## config.mk

```make
export PLATFORM = sky130hd
export DESIGN_NAME = ethernet_crc32_byte
export DESIGN_NICKNAME = d
export VERILOG_FILES = /design/src/rtl/ethernet_pkg.sv /design/src/rtl/ethernet_crc32_byte.sv
export SDC_FILE = /design/constraint.sdc
export NUM_CORES = 1
export LEC_CHECK = 0
export ABC_AREA = 1
export BUFFER_PORTS_ARGS = -buffer_cell sky130_fd_sc_hd__buf_4
export CELL_PAD_IN_SITES_DETAIL_PLACEMENT = 1
export CELL_PAD_IN_SITES_GLOBAL_PLACEMENT = 1
export CORE_MARGIN = 8
export CORE_UTILIZATION = 35
export CTS_CLUSTER_SIZE = 14
export DETAILED_ROUTE_END_ITERATION = 12
export PLACE_DENSITY_LB_ADDON = 0.1
export SLEW_MARGIN = 10
export SYNTH_ARGS = -nofsm -noshare
export SYNTH_HDL_FRONTEND = slang
export SYNTH_SLANG_ARGS = --single-unit
```

## constraint.sdc

```tcl
create_clock -name clock -period 1.87 [get_ports clock]
set_input_delay 0.4675 -clock clock [delete_from_list [all_inputs] [get_ports clock]]
set_output_delay 0.4675 -clock clock [all_outputs]
set_load 0.01 [all_outputs]
```

## src/rtl/ethernet_pkg.sv

```systemverilog
// Shared definitions for the receive-side Ethernet frame checker.
//   - framing byte values and the CRC-32 residue of a frame with a correct FCS
//   - frame error codes and checker FSM state encoding
//   - crc32_next: one byte of reflected IEEE 802.3 CRC-32, LSB first
package ethernet_pkg;

  localparam logic [7:0]  PREAMBLE_BYTE      = 8'h55;
  localparam logic [7:0]  SFD_BYTE           = 8'hD5;
  localparam logic [31:0] CRC_RESIDUE        = 32'hDEBB20E3;
  localparam logic [31:0] CRC_INIT           = 32'hFFFF_FFFF;
  // 0x04C11DB7 bit-reversed, for the LSB-first shift direction
  localparam logic [31:0] CRC_POLY_REFLECTED = 32'hEDB8_8320;
  localparam logic [2:0]  PREAMBLE_MAX       = 3'd7;

  typedef enum logic [2:0] {
    ERR_NONE     = 3'd0,
    ERR_CRC      = 3'd1,
    ERR_RUNT     = 3'd2,
    ERR_OVERSIZE = 3'd3,
    ERR_PREAMBLE = 3'd4
  } frame_error_t;

  typedef enum logic [1:0] {
    IDLE     = 2'd0,
    PREAMBLE = 2'd1,
    PAYLOAD  = 2'd2,
    DROP     = 2'd3
  } checker_state_t;

  function automatic logic [31:0] crc32_next(input logic [31:0] crc, input logic [7:0] data);
    logic [31:0] c;
    c = crc ^ {24'h0, data};
    for (int i = 0; i < 8; i++) begin
      c = c[0] ? ((c >> 1) ^ CRC_POLY_REFLECTED) : (c >> 1);
    end
    return c;
  endfunction

endpackage

```

## src/rtl/ethernet_crc32_byte.sv

```systemverilog
// Registered byte-wide CRC-32 accumulator.
// Ports:
//   clock, reset    system clock, synchronous active-high reset (register -> all-ones)
//   clear           reload all-ones; wins over enable
//   enable          fold data into the register
//   data[7:0]       byte to fold in
//   crc_next[31:0]  register value with data folded in (combinational), so the caller can
//                   judge the final byte of a frame in the same cycle it clears the register
module ethernet_crc32_byte
  import ethernet_pkg::*;
(
  input  logic        clock,
  input  logic        reset,
  input  logic        clear,
  input  logic        enable,
  input  logic [7:0]  data,
  output logic [31:0] crc_next
);

  logic [31:0] crc_q;

  assign crc_next = crc32_next(crc_q, data);

  always_ff @(posedge clock) begin
    if (reset || clear) begin
      crc_q <= CRC_INIT;
    end else if (enable) begin
      crc_q <= crc_next;
    end
  end

endmodule

```

==> impl_metrics.ini, run 1 <==
[status]
stop_stage = global routing
outcome = stopped before the end
tool.error = [ERROR DPL-0033] detailed placement checks failed during check placement.

[synth]
seq_area_frac_synth_pct = 27.6
yosysMostFrequentCell = nand2_1
netlist_area_um2 = 2320
postSynthCellCount = 342
synth-async-reset-ratio_pct = 0
syn_area_per_cell_um2 = 6.78
synth.distinct_cells = 28
synth_fp_nets = 354
synth_top_area_share_pct = 27.6
synth-edff-count = 0
ys_seq_elements = 32
synth_commonest_cells = nand2_1, xor2_1, dfxtp_1
synthFlopType = dfxtp_1
yosysWarnings = 0
synth_area_leader_cell = dfxtp_1
netlist_top_cells_area = dfxtp_1, nand2_1, xor2_1

[die]
ios = 44
fp.dieW_um = 97.4
initial_core_util_pct = 36.3
rows = 29
fp.dieH_um = 97.4

[clock_tree]
clockRootBuffer = clkbuf_8
h-tree-depth = 2
numCtsBuffers = 5
cts_sinks = 32
cts_buffer_depth = 2

[place]
io_buffers = 43
dp_hpwl_um = 6170
gp_congestion = 0.805

[global_routing]
grt_start_max_net_pins = 31
antenna_found_initial = 0

[timing]
worstEndpointType = primary output
grt_worst_setup_endpoint = crc_next[17]
==> kinds of logic after synthesis <==
family	Yosys count	share of synthesized area, %
flip-flops	32	27.6
AND/OR/NAND/NOR	180	35.5
XOR/XNOR	47	20.7
buffers and inverters	46	7.88
AO/OA/AOI/OAI	37	8.31
==> through the flow <==
step / std cells / hold WS (ns) / instance area, µm² / setup WS, ns / utilization (%)
4_1_cts: 544 / 0.489 / 4090 / -0.299 / 64.1
3_5_place_dp: 501 / 0.470 / 3060 / -0.390 / 48.0
3_3_place_gp: 501 / 0.455 / 3060 / -0.339 / 48.0
2_1_floorplan: 342 / 0.440 / 2320 / 0.00105 / -
==> what timing repair did <==
| item | CTS |
|---|---|
| hold buffers | 0 |
| endpoints found under the setup margin | 32 |
| buffers inserted | 36 |
| endpoints found under the hold margin | 0 |
| pin swaps | 66 |
| resized for setup | 138 |
==> run 2: changes to the inputs <==
Settings changed: CELL_PAD_IN_SITES_DETAIL_PLACEMENT 1 to default, CELL_PAD_IN_SITES_GLOBAL_PLACEMENT 1 to default, CORE_UTILIZATION 35 to 40, CTS_CLUSTER_SIZE 14 to default, PLACE_DENSITY_LB_ADDON 0.1 to 0.15.
Clock period 1.87 ns to 2.43 ns, I/O delays scaled along.
==> run 2 against run 1 <==
  * The flow now finishes without violations
  * Area after synthesis is the same
  * Synthesized cell count is the same
==> impl_metrics.ini, run 2 <==
[timing]
slew_headroom_pct = 75.0
max_freq_mhz = 414
fin_tns_setup_ns = 0
setup_violations = 0
worst_clock_skew_ns = 0.00856
fin_crit_ns = 2.42
fin_crit_sh_pct = 99.5
slew_viol_final = 0
tightest_slew_ns = 0.375
final-hold-violation-count = 0
rsz0062_at_grt = yes

[critical_path]
crit_required_ns = 1.82
cp-end-kind = output pin
cp_max_fo = 4
cp-start-kind = input pin
rrSetupSlack_ns = 0.77
critPathKind = in2out
worstPathArrival_ns = 1.81

[layout]
drive_gt1_share_pct = 42.5
fin_util_pct = 60.0
largest_reg_flops = 32
diodes = 0
syn2layout_area_growth_pct = 43.5
instances_no_fill = 493
reg_top3 = crc_q x32
max_flop_register = crc_q
layout_commonest_cell = nand2_1
final_cell_mix = nand2_1, buf_4, nand2_2
layout.nets = 433

[synth]
synthFlopType = dfxtp_1
yosysMostFrequentCell = nand2_1
synth-async-reset-ratio_pct = 0
synth_commonest_cells = nand2_1, xor2_1, dfxtp_1
syn_area_per_cell_um2 = 6.78
ys_seq_elements = 32
synth-edff-count = 0
yosysWarnings = 0
synth.distinct_cells = 28
postSynthCellCount = 342
synth_area_leader_cell = dfxtp_1
seq_area_frac_synth_pct = 27.6
netlist_top_cells_area = dfxtp_1, nand2_1, xor2_1
synth_fp_nets = 354
synth_top_area_share_pct = 27.6
netlist_area_um2 = 2320

[die]
fp.dieArea_um2 = 8490
rows = 27
core-area_um2 = 5540
ios = 44
fp.dieH_um = 92.1
initial_core_util_pct = 41.8
fp.dieW_um = 92.1

[global_routing]
grt_start_max_net_pins = 35
antenna_found_initial = 0
grt_usage_pct = 14.7
grt_overflow = 0
grt_pass1_vias = 2191
grt_pass1_wl_um = 10300

[route]
drcViolationCount = 0
route.detailed.wl_per_inst_um = 13.6
drt_first_pass_iters = 4
drtIter0Drc = 101
ant_nets = 0
vias = 2335
routed_via_density = 4.74
wl_um = 6690

[place]
io_buffers = 43
placed_cells = 474
gp_congestion = 0.877
dp_hpwl_um = 4760

[pwr]
leakagePower_uw = 0.00167
pwr-share-clk_pct = 18.4
internal_power_uw = 1300
switching_share_pct = 39.3
p_seq_share_pct = 27.4
cellPowerDensity_nw_per_um2 = 644
combPwrFrac_pct = 54.3
ir_worst_vdd_mv = 0.386
p_sw_uw = 841

[clock_tree]
cts_tree = yes
clk_pin_slew_ns = 0.06
cts_sinks = 32
cts_buffer_depth = 2
clock_latency_ns = 0.29
h-tree-depth = 2
clockRootBuffer = clkbuf_8
numCtsBuffers = 5

[min_path]
worst_hold_path_type = reg2reg

[status]
outcome = finished, final reports clean

[flow_run]
drv_cap = 0
run 2: cell counts after synthesis:
Identical to the previous run, type by type.
run 2: area by class of cell:
type                            count  area (µm²)
Tap cell                           72        90.1
Multi-Input combinational cell    264        1740
Sequential cell                    32         644
Inverter                           36         140
Clock inverter                      1        5.00
Fill cell                         542        2210
Clock buffer                        6        72.6
Timing Repair Buffer               82         634
run 2: cell families after synthesis:
kind of cell              share of synthesized area (%)
and+or+nand+nor                                    35.5
DFF                                                27.6
AOI/OAI and AO/OA                                  8.31
buffers and inverters                              7.88
xor gates and xnor gates                           20.7
run 2: what timing repair did:
item                       4_1_cts  5_1_grt
gates resized for setup          2       65
setup endpoints to repair        5       21
cloned                           0        0
buffers inserted                 3        9
pin swaps                        7       33
hold buffers                     0        0
run 2: through the flow:
stage | setup WS, ns | cell area, µm² | total power [µW] | hold slack [ns]
after global routing | -0.0658 | 3330 | 2280 | 0.492
after detailed placement | -0.0414 | 2890 | 1610 | 0.455
after global placement | -0.0439 | 2890 | 1610 | 0.452
final | 0.0129 | 3330 | 2140 | 0.469
after floorplan | 0.281 | 2320 | 1180 | 0.440
after CTS | -0.0377 | 3000 | 2020 | 0.471
run 2: power by group through the flow:
stage | logic (µW) | registers [µW] | clock network, µW
after global placement | 1010 | 593 | 0
final | 1160 | 586 | 393
after global routing | 1270 | 590 | 423
after CTS | 1030 | 582 | 402
after floorplan | 590 | 589 | 0
after detailed placement | 1020 | 594 | 0
run 2: path summary, 6_finish.rpt:
kind | from | endpoint | cells after the start
worst min-delay path | crc_q[24]$_SDFFE_PP1P_ | crc_q[24]$_SDFFE_PP1P_ | 2
worst max register to register | crc_q[3]$_SDFFE_PP1P_ | crc_q[16]$_SDFFE_PP1P_ | 12
worst min register to register | crc_q[24]$_SDFFE_PP1P_ | crc_q[24]$_SDFFE_PP1P_ | 2
worst max-delay path | data[1] | crc_next[20] | 9
run 2: critical path: stages:
cell and delay (ns):
buf_4 0.12, inv_2 0.06, nand2_2 0.07, nand2_4 0.12, xor2_1 0.25, xor2_2 0.20, nand2_1 0.09, and2_1 0.16
buf_4 0.14
run 2: per-layer routing:
| metal | routed length, µm | part of all wire, % | GRT usage [%] | vias up |
|---|---|---|---|---|
| met3 | 364 | 5.4 | 3.99 | 12 |
| met2 | 3160 | 47 | 23.5 | 58 |
| met5 | 0 | 0 | 0 | - |
| li1 | - | - | - | 1187 |
| met4 | 102 | 1.5 | 4.30 | 0 |
| met1 | 3060 | 46 | 18.8 | 1078 |
(Power assumes the default switching activity.)
